File: config.mk
export PLATFORM = sky130hd
export DESIGN_NAME = tile_streamer_flat
export DESIGN_NICKNAME = d
export VERILOG_FILES = /design/src/rtl/tile_streamer_if.sv /design/src/rtl/tile_streamer.sv /design/src/flat_wrapper.sv
export SDC_FILE = /design/constraint.sdc
export NUM_CORES = 1
export LEC_CHECK = 0
export ABC_CLOCK_PERIOD_IN_PS = 5150
export BUFFER_PORTS_ARGS = -buffer_cell sky130_fd_sc_hd__buf_2
export CAP_MARGIN = 10
export CORE_UTILIZATION = 30
export DETAILED_ROUTE_END_ITERATION = 6
export PLACE_DENSITY = 0.54
export SLEW_MARGIN = 20
export SYNTH_ARGS = -nofsm -noshare
export SYNTH_HDL_FRONTEND = slang
export SYNTH_SLANG_ARGS = --single-unit
File: constraint.sdc
create_clock -name clk -period 5.15 [get_ports clk]
set_input_delay 1.03 -clock clk [delete_from_list [all_inputs] [get_ports clk]]
set_output_delay 1.03 -clock clk [all_outputs]
set_load 0.02 [all_outputs]
File: src/rtl/tile_streamer_if.sv
// Control, memory-read and stream signals of the tile streamer, bundled for port use.
// The master view belongs to the streamer; the slave view to its environment.
interface tile_streamer_if #(
    parameter int W  = 16,
    parameter int AW = 7
) ();
    logic          start;
    logic [AW-1:0] base_addr;
    logic [AW:0]   length;
    logic          busy;
    logic          done;

    logic          mem_rd_en;
    logic [AW-1:0] mem_rd_addr;
    logic [W-1:0]  mem_rd_data;

    logic [W-1:0]  m_data;
    logic          m_valid;
    logic          m_ready;
    logic          m_last;

    modport master (
        input  start, base_addr, length, mem_rd_data, m_ready,
        output busy, done, mem_rd_en, mem_rd_addr, m_data, m_valid, m_last
    );

    modport slave (
        output start, base_addr, length, mem_rd_data, m_ready,
        input  busy, done, mem_rd_en, mem_rd_addr, m_data, m_valid, m_last
    );
endinterface

File: src/rtl/tile_streamer.sv
// Streams a run of consecutive memory words (wrapping address) as a valid/ready beat stream,
// with a two-entry skid buffer that bounds reads in flight plus buffered words to two.
module tile_streamer #(
    parameter int W  = 16,
    parameter int AW = 7
) (
    input  logic           clk,
    input  logic           rst,
    tile_streamer_if.master bus
);
    typedef enum logic {IDLE, RUN} state_t;

    state_t        state_reg;
    logic [AW-1:0] rd_addr_reg;
    logic [AW:0]   rd_remaining_reg;
    logic          inflight_reg;
    logic          inflight_last_reg;
    logic          out_valid_reg;
    logic          out_last_reg;
    logic [W-1:0]  out_data_reg;
    logic          skid_valid_reg;
    logic          skid_last_reg;
    logic [W-1:0]  skid_data_reg;
    logic          done_reg;

    logic [1:0]    occupancy;
    logic          issue;
    logic          beat_valid;
    logic [W-1:0]  beat_data;
    logic          beat_last;
    logic          handshake;

    assign occupancy = {1'b0, inflight_reg} + {1'b0, out_valid_reg} + {1'b0, skid_valid_reg};
    assign issue     = (state_reg == RUN) && (rd_remaining_reg != '0) && (occupancy < 2'd2);

    // Read data lands in the cycle m_valid must already be up, so an empty buffer
    // forwards the arriving word directly; it is captured if not taken that cycle.
    assign beat_valid = out_valid_reg || inflight_reg;
    assign beat_data  = out_valid_reg ? out_data_reg
                      : (inflight_reg ? bus.mem_rd_data : '0);
    assign beat_last  = out_valid_reg ? out_last_reg : (inflight_reg && inflight_last_reg);
    assign handshake  = beat_valid && bus.m_ready;

    assign bus.busy        = (state_reg == RUN);
    assign bus.done        = done_reg;
    assign bus.mem_rd_en   = issue;
    assign bus.mem_rd_addr = rd_addr_reg;
    assign bus.m_data      = beat_data;
    assign bus.m_valid     = beat_valid;
    assign bus.m_last      = beat_last;

    always_ff @(posedge clk) begin
        if (rst) begin
            state_reg         <= IDLE;
            rd_addr_reg       <= '0;
            rd_remaining_reg  <= '0;
            inflight_reg      <= 1'b0;
            inflight_last_reg <= 1'b0;
            out_valid_reg     <= 1'b0;
            out_last_reg      <= 1'b0;
            out_data_reg      <= '0;
            skid_valid_reg    <= 1'b0;
            skid_last_reg     <= 1'b0;
            skid_data_reg     <= '0;
            done_reg          <= 1'b0;
        end else begin
            done_reg          <= 1'b0;
            inflight_reg      <= issue;
            inflight_last_reg <= issue && (rd_remaining_reg == (AW+1)'(1));

            if (issue) begin
                rd_addr_reg      <= rd_addr_reg + 1'b1;
                rd_remaining_reg <= rd_remaining_reg - 1'b1;
            end

            // Head entry drains first; the skid entry only fills while the head is held.
            if (out_valid_reg) begin
                if (handshake) begin
                    if (skid_valid_reg) begin
                        out_data_reg   <= skid_data_reg;
                        out_last_reg   <= skid_last_reg;
                        skid_valid_reg <= inflight_reg;
                        skid_data_reg  <= bus.mem_rd_data;
                        skid_last_reg  <= inflight_last_reg;
                    end else if (inflight_reg) begin
                        out_data_reg <= bus.mem_rd_data;
                        out_last_reg <= inflight_last_reg;
                    end else begin
                        out_valid_reg <= 1'b0;
                    end
                end else if (inflight_reg) begin
                    skid_valid_reg <= 1'b1;
                    skid_data_reg  <= bus.mem_rd_data;
                    skid_last_reg  <= inflight_last_reg;
                end
            end else if (inflight_reg && !bus.m_ready) begin
                out_valid_reg <= 1'b1;
                out_data_reg  <= bus.mem_rd_data;
                out_last_reg  <= inflight_last_reg;
            end

            case (state_reg)
                IDLE: begin
                    if (bus.start) begin
                        if (bus.length != '0) begin
                            state_reg        <= RUN;
                            rd_addr_reg      <= bus.base_addr;
                            rd_remaining_reg <= bus.length;
                        end else begin
                            done_reg <= 1'b1;
                        end
                    end
                end
                RUN: begin
                    if (handshake && beat_last) begin
                        state_reg <= IDLE;
                        done_reg  <= 1'b1;
                    end
                end
                default: state_reg <= IDLE;
            endcase
        end
    end
endmodule
File: src/flat_wrapper.sv
// flat-port wrapper written by rule: the top's interface ports become plain ports
module tile_streamer_flat 
#(
    parameter int W  = 16,
    parameter int AW = 7
)
  (clk, rst, bus_start, bus_base_addr, bus_length, bus_mem_rd_data, bus_m_ready, bus_busy, bus_done, bus_mem_rd_en, bus_mem_rd_addr, bus_m_data, bus_m_valid, bus_m_last);
  tile_streamer_if #(.W(W), .AW(AW)) bus_i ();
  input  logic clk;
  input  logic rst;
  input wire logic [$bits(bus_i.start)-1:0] bus_start;
  input wire logic [$bits(bus_i.base_addr)-1:0] bus_base_addr;
  input wire logic [$bits(bus_i.length)-1:0] bus_length;
  input wire logic [$bits(bus_i.mem_rd_data)-1:0] bus_mem_rd_data;
  input wire logic [$bits(bus_i.m_ready)-1:0] bus_m_ready;
  output wire logic [$bits(bus_i.busy)-1:0] bus_busy;
  output wire logic [$bits(bus_i.done)-1:0] bus_done;
  output wire logic [$bits(bus_i.mem_rd_en)-1:0] bus_mem_rd_en;
  output wire logic [$bits(bus_i.mem_rd_addr)-1:0] bus_mem_rd_addr;
  output wire logic [$bits(bus_i.m_data)-1:0] bus_m_data;
  output wire logic [$bits(bus_i.m_valid)-1:0] bus_m_valid;
  output wire logic [$bits(bus_i.m_last)-1:0] bus_m_last;
  assign bus_i.start = bus_start;
  assign bus_i.base_addr = bus_base_addr;
  assign bus_i.length = bus_length;
  assign bus_i.mem_rd_data = bus_mem_rd_data;
  assign bus_i.m_ready = bus_m_ready;
  assign bus_busy = bus_i.busy;
  assign bus_done = bus_i.done;
  assign bus_mem_rd_en = bus_i.mem_rd_en;
  assign bus_mem_rd_addr = bus_i.mem_rd_addr;
  assign bus_m_data = bus_i.m_data;
  assign bus_m_valid = bus_i.m_valid;
  assign bus_m_last = bus_i.m_last;
  tile_streamer #(.W(W), .AW(AW)) u_core (.clk(clk), .rst(rst), .bus(bus_i));
endmodule
==> results of run 1 <==
==> cells in the mapped netlist (2+ instances only) <==
master    number  area [sq um]
clkbuf_1      16          60.1
o21ai_0       20           100
buf_2          6          30.0
nand4_1        3          18.8
a21oi_1        3          15.0
nand3_1       21           105
xor2_1         4          35.0
nor2_1        51           191
a311oi_1      17           149
a22o_1         8          70.1
dfxtp_1       55          1100
inv_1          6          22.5
a211oi_1       8          60.1
nand2_1       59           221
nor3_1         4          20.0
mux2i_1       18           180
xnor2_1        9          78.8
or4_1          2          15.0
ha_1           6          75.1
nor2b_1        2          12.5
nor4_1         2          12.5
buf_1          3          11.3
==> worst min path at each step <==
stage,end,slack [ps]
after floorplan,u_core.skid_data_reg[5],460
after global placement,u_core.out_last_reg,480
after detailed placement,u_core.out_last_reg,490
after CTS,u_core.out_last_reg,500
after global routing,u_core.out_last_reg,520
final,u_core.out_last_reg,500
==> power by group <==
part | internal, mW | total (mW) | switching, mW
Combinational | 0.0693 | 0.166 | 0.0962
Sequential | 0.448 | 0.476 | 0.0280
Clock | 0.158 | 0.295 | 0.138
==> critical path: cells and delay by family (launching register included) <==
kind | cells | cell delay (ps)
AOI/OAI and AO/OA | 1 | 170
adders and majority gates | 1 | 340
buffers and inverters | 3 | 490
DFF | 1 | 860
and+or+nand+nor | 1 | 110
==> per-stage QoR <==
step | power [mW] | worst slack, ps
floorplan | 0.597 | 2570
global placement | 0.650 | 2160
detailed placement | 0.652 | 2090
CTS | 0.952 | 1790
global route | 0.988 | 1700
finish | 0.936 | 1840
==> final cells by class <==
class	count	area share, %
Clock inverter	2	1.09
Clock buffer	6	2.58
Sequential cell	55	34.4
Tap cell	108	4.22
Multi-Input combinational cell	251	46.6
Inverter	7	0.976
Timing Repair Buffer	64	10.2
==> metal layers <==
layer	share of wire, %	vias up
met4	0.35	0
met3	5.4	2
met2	44	56
met1	50	1108
li1	-	1267
met5	0	-
==> cells by family after synthesis <==
family | synth area share (%)
simple gates | 24.6
compound gates | 16.4
flops | 40.5
buf+inv | 4.88
mux | 6.63
xor+xnor | 4.19
fa+ha+maj | 2.76
==> impl_metrics.py, run 1 <==
metrics = {
    "status": {
        "status": "finished clean",
    },
    "sta": {
        "setup_viol": 0,
        "post-route-min-period_ps": 3310,
        "slew_viol_final": 0,
        "hold_viol_final": 0,
        "period_share_pct": 64.2,
        "max_freq_ghz": 0.303,
        "worst_hold_slack_ps": 498,
        "tightest_slew_ps": 1010,
        "skew_ps": 4.40,
        "rsz0062_at_grt": "false",
        "setup_tns_ps": 0,
        "maxSlewHeadroom_pct": 32.8,
    },
    "die": {
        "start_util_pct": 31.0,
        "fp-row-count": 34,
        "die_area_sq_um": 9440,
        "io_pins": 63,
        "core_sq_um": 8760,
        "die_w_um": 97.2,
        "die_h_um": 97.2,
    },
    "synthesis": {
        "synth_cells": 338,
        "synth_edf_count": 0,
        "ys_seq_area_share_pct": 40.5,
        "netlist_area_sq_um": 2720,
        "yosys_most_used_dff": "dfxtp_1",
        "syn_nets": 379,
        "async_flop_share_pct": 0,
        "synth-seq-cells": 55,
        "synth_cell_types": 37,
        "synth_area_per_cell_sq_um": 8.04,
        "yosysWarnings": 0,
    },
    "cts": {
        "clk_pin_slew_ps": 100,
        "postCtsSetupRepairBufs": 0,
        "cts_max_path_buffers": 2,
        "insertion_delay_ps": 300,
        "cts_hold_buffers": 0,
        "cts_root_buf": "clkbuf_8",
        "htree_levels": 2,
        "clock_sinks": 55,
        "cts_tree": "yes",
        "ctsResizeCount": 0,
        "cts_buffers": 5,
    },
    "route": {
        "drc": 0,
        "first_iter_violations": 89,
        "routed_wirelength_um": 6370,
        "avgRoutedWirePerCell_um": 12.9,
        "via_per_inst": 4.94,
        "ant_nets": 0,
        "drt_first_pass_iters": 4,
        "vias": 2433,
    },
    "finish": {
        "register_area_sq_um": 1100,
        "area_growth_syn_to_layout_pct": 18.0,
        "final_cell_mix": "buf_2 (62), nand2_1 (59), dfxtp_1 (54), nor2_1 (51), nand3_1 (21)",
        "fin_cells": 493,
        "fin_nets": 425,
        "drive_above_1_share_pct": 21.6,
        "final_area_sq_um": 3200,
        "final_util_pct": 36.6,
        "layout_commonest_cell": "buf_2",
        "fillers": 944,
        "multi_input_comb_area_sq_um": 1490,
        "num_antenna_cells": 0,
    },
    "global_routing": {
        "grt_usage_pct": 13.6,
        "grt-ovfl-total": 0,
        "use_met2_pct": 21.9,
        "top_usage_layer": "met2",
        "use_met3_pct": 2.95,
        "grt_antenna_before_repair": 0,
        "met1_usage_pct": 18.7,
        "grt_pass1_wl_um": 10700,
        "grt_pass1_vias": 2266,
        "grt_max_degree": 60,
    },
    "worst_setup_path": {
        "r2r-start": "u_core.skid_valid_reg",
        "endpoint": "bus_mem_rd_en",
        "worstSetupStartpointType": "flop",
        "cp.required_ps": 4120,
        "reg2reg_depth": 8,
        "arrival_ps": 2280,
        "worstPathMaxFanout": 21,
        "crit_chain": "inv_1, ha_1, nand2_1, o211ai_4, inv_6, buf_2",
        "crit_type": "reg -> out",
        "cp_slowest_cell": "dfxtp_1",
        "reg2reg_slack_ps": 2730,
        "cp-end-kind": "output pin",
        "cp-startpoint": "u_core.skid_valid_reg",
        "r2r-end": "u_core.bus.mem_rd_addr[2]",
        "max_stage_delay_ps": 860,
    },
    "placement": {
        "dp.cells": 485,
        "dpl_cell_area_sq_um": 3090,
        "portBuffers": 62,
        "hpwl_um": 4280,
        "gp_congestion": 0.763,
    },
    "hold_path": {
        "hp-class": "reg -> reg",
        "hp-start": "u_core.skid_last_reg",
        "hold_depth": 2,
    },
    "power": {
        "p_leak_nw": 1.40,
        "peakVddDrop_v": 0.000122,
        "powerDensity_nw_per_um2": 292,
    },
    "run": {
        "drv_cap": 0,
    },
}
Note: power is estimated with default switching activity, not from simulation.
==> run 2: changes to the inputs <==
--- a/config.mk
+++ b/config.mk
@@ -5,12 +5,12 @@
 export SDC_FILE = /design/constraint.sdc
 export NUM_CORES = 1
 export LEC_CHECK = 0
-export ABC_CLOCK_PERIOD_IN_PS = 5150
+export ABC_CLOCK_PERIOD_IN_PS = 3000
 export BUFFER_PORTS_ARGS = -buffer_cell sky130_fd_sc_hd__buf_2
 export CAP_MARGIN = 10
 export CORE_UTILIZATION = 30
 export DETAILED_ROUTE_END_ITERATION = 6
-export PLACE_DENSITY = 0.54
+export PLACE_DENSITY = 0.55
 export SLEW_MARGIN = 20
 export SYNTH_ARGS = -nofsm -noshare
 export SYNTH_HDL_FRONTEND = slang
==> constraint.sdc (replaced) <==
create_clock -name clk -period 3 [get_ports clk]
set_input_delay 0.6 -clock clk [delete_from_list [all_inputs] [get_ports clk]]
set_output_delay 0.6 -clock clk [all_outputs]
set_load 0.02 [all_outputs]
==> impl_metrics.py, run 2 (synthesis results as in run 1) <==
metrics = {
    "cts": {
        "cts_hold_buffers": 0,
        "cts_buffers": 5,
        "htree_levels": 2,
        "postCtsSetupRepairBufs": 0,
        "insertion_delay_ps": 320,
        "ctsResizeCount": 0,
        "clk_pin_slew_ps": 100,
        "cts_root_buf": "clkbuf_8",
        "cts_tree": "yes",
        "cts_max_path_buffers": 2,
        "clock_sinks": 55,
    },
    "finish": {
        "final_cell_mix": "buf_2 (62), nand2_1 (59), dfxtp_1 (54), nor2_1 (51), nand3_1 (21)",
        "final_area_sq_um": 3220,
        "fin_cells": 499,
        "drive_above_1_share_pct": 22.5,
        "num_antenna_cells": 0,
        "layout_commonest_cell": "buf_2",
        "final_util_pct": 36.8,
        "area_growth_syn_to_layout_pct": 18.6,
        "fillers": 952,
        "fin_nets": 431,
    },
    "power": {
        "powerDensity_nw_per_um2": 474,
        "fin_total_pwr_mw": 1.53,
        "peakVddDrop_v": 0.000201,
        "p_leak_nw": 1.42,
    },
    "global_routing": {
        "grt_pass1_wl_um": 11000,
        "grt-ovfl-total": 0,
        "grt_max_degree": 40,
        "grt_pass1_vias": 2325,
        "grt_antenna_before_repair": 0,
        "grt_usage_pct": 14.1,
    },
    "status": {
        "status": "finished clean",
    },
    "sta": {
        "hold_viol_final": 0,
        "maxSlewHeadroom_pct": 55.7,
        "max_freq_ghz": 0.397,
        "skew_ps": 11.3,
        "post-route-min-period_ps": 2520,
        "fin_ws_ps": 478,
        "setup_tns_ps": 0,
        "tightest_slew_ps": 663,
        "period_share_pct": 84.1,
        "slew_viol_final": 0,
        "worst_hold_slack_ps": 482,
        "rsz0062_at_grt": "false",
        "setup_viol": 0,
    },
    "worst_setup_path": {
        "r2r-end": "u_core.rd_remaining_reg[3]",
        "crit_type": "reg -> out",
        "cp.required_ps": 2400,
        "reg2reg_slack_ps": 900,
        "reg2reg_depth": 8,
        "worstPathMaxFanout": 7,
        "cp-end-kind": "output pin",
        "r2r-start": "u_core.rd_remaining_reg[0]",
        "arrival_ps": 1920,
        "worstSetupStartpointType": "flop",
    },
    "route": {
        "ant_nets": 0,
        "routed_wirelength_um": 6440,
        "vias": 2459,
        "avgRoutedWirePerCell_um": 12.9,
        "drt_first_pass_iters": 4,
        "first_iter_violations": 83,
        "via_per_inst": 4.93,
        "drc": 0,
    },
    "placement": {
        "hpwl_um": 4380,
        "gp_congestion": 0.732,
        "portBuffers": 62,
        "dpl_cell_area_sq_um": 3130,
        "place_ws_ps": 776,
        "dp.cells": 491,
    },
    "die": {
        "die_w_um": 97.2,
        "die_h_um": 97.2,
        "start_util_pct": 31.0,
        "core_sq_um": 8760,
        "io_pins": 63,
        "die_area_sq_um": 9440,
        "fp-row-count": 34,
    },
    "hold_path": {
        "hp-start": "u_core.skid_last_reg",
        "hp-class": "reg -> reg",
        "min_to": "u_core.out_last_reg",
        "hold_depth": 2,
    },
    "run": {
        "drv_cap": 0,
    },
}
[run 2: changes by cell type in the layout (fill, tap and decap cells not counted), sizes merged]
cell and change:
buf +6, inv +1, bufinv -1, clkinv -1
clkinvlp +1
[run 2: metal layers]
| layer | up-vias | wire length (um) | global-route usage (%) |
|---|---|---|---|
| met5 | - | 0 | 0 |
| met4 | 0 | 39 | 2.41 |
| met3 | 6 | 358 | 3.88 |
| met2 | 67 | 2860 | 23.3 |
| met1 | 1103 | 3180 | 18.6 |
| li1 | 1283 | - | - |
[run 2: cell type report]
| type | count | area (sq um) | area share [%] |
|---|---|---|---|
| tap | 108 | 135 | 4.20 |
| inverter | 7 | 31.3 | 0.971 |
| clock buffer | 6 | 72.6 | 2.25 |
| multi-input combinational | 251 | 1490 | 46.3 |
| clock inverter | 2 | 16.3 | 0.505 |
| timing repair buffer | 70 | 370 | 11.5 |
| sequential | 55 | 1100 | 34.2 |
[run 2: power breakdown]
part | total [mW] | switching (mW) | internal (mW)
clock network | 0.420 | 0.251 | 0.168
registers | 0.807 | 0.0383 | 0.769
logic | 0.301 | 0.175 | 0.126
[run 2: worst max path at each step]
| stage | start | depth (start not counted) | end |
|---|---|---|---|
| floorplan | u_core.rd_remaining_reg[0] | 8 | u_core.bus.mem_rd_addr[2] |
| global placement | bus_length[5] | 6 | u_core.rd_remaining_reg[6] |
| detailed placement | bus_length[5] | 6 | u_core.rd_remaining_reg[4] |
| CTS | u_core.rd_remaining_reg[0] | 6 | bus_mem_rd_en |
| global route | u_core.inflight_reg | 4 | bus_m_last |
| finish | u_core.rd_remaining_reg[0] | 6 | bus_mem_rd_en |
[run 2: worst max-delay path: stages (launching register included)]
cell and delay [ps]:
dfxtp_1 350, inv_1 140, ha_1 160, or3b_2 500, o211ai_4 230, inv_6 70
buf_2 160
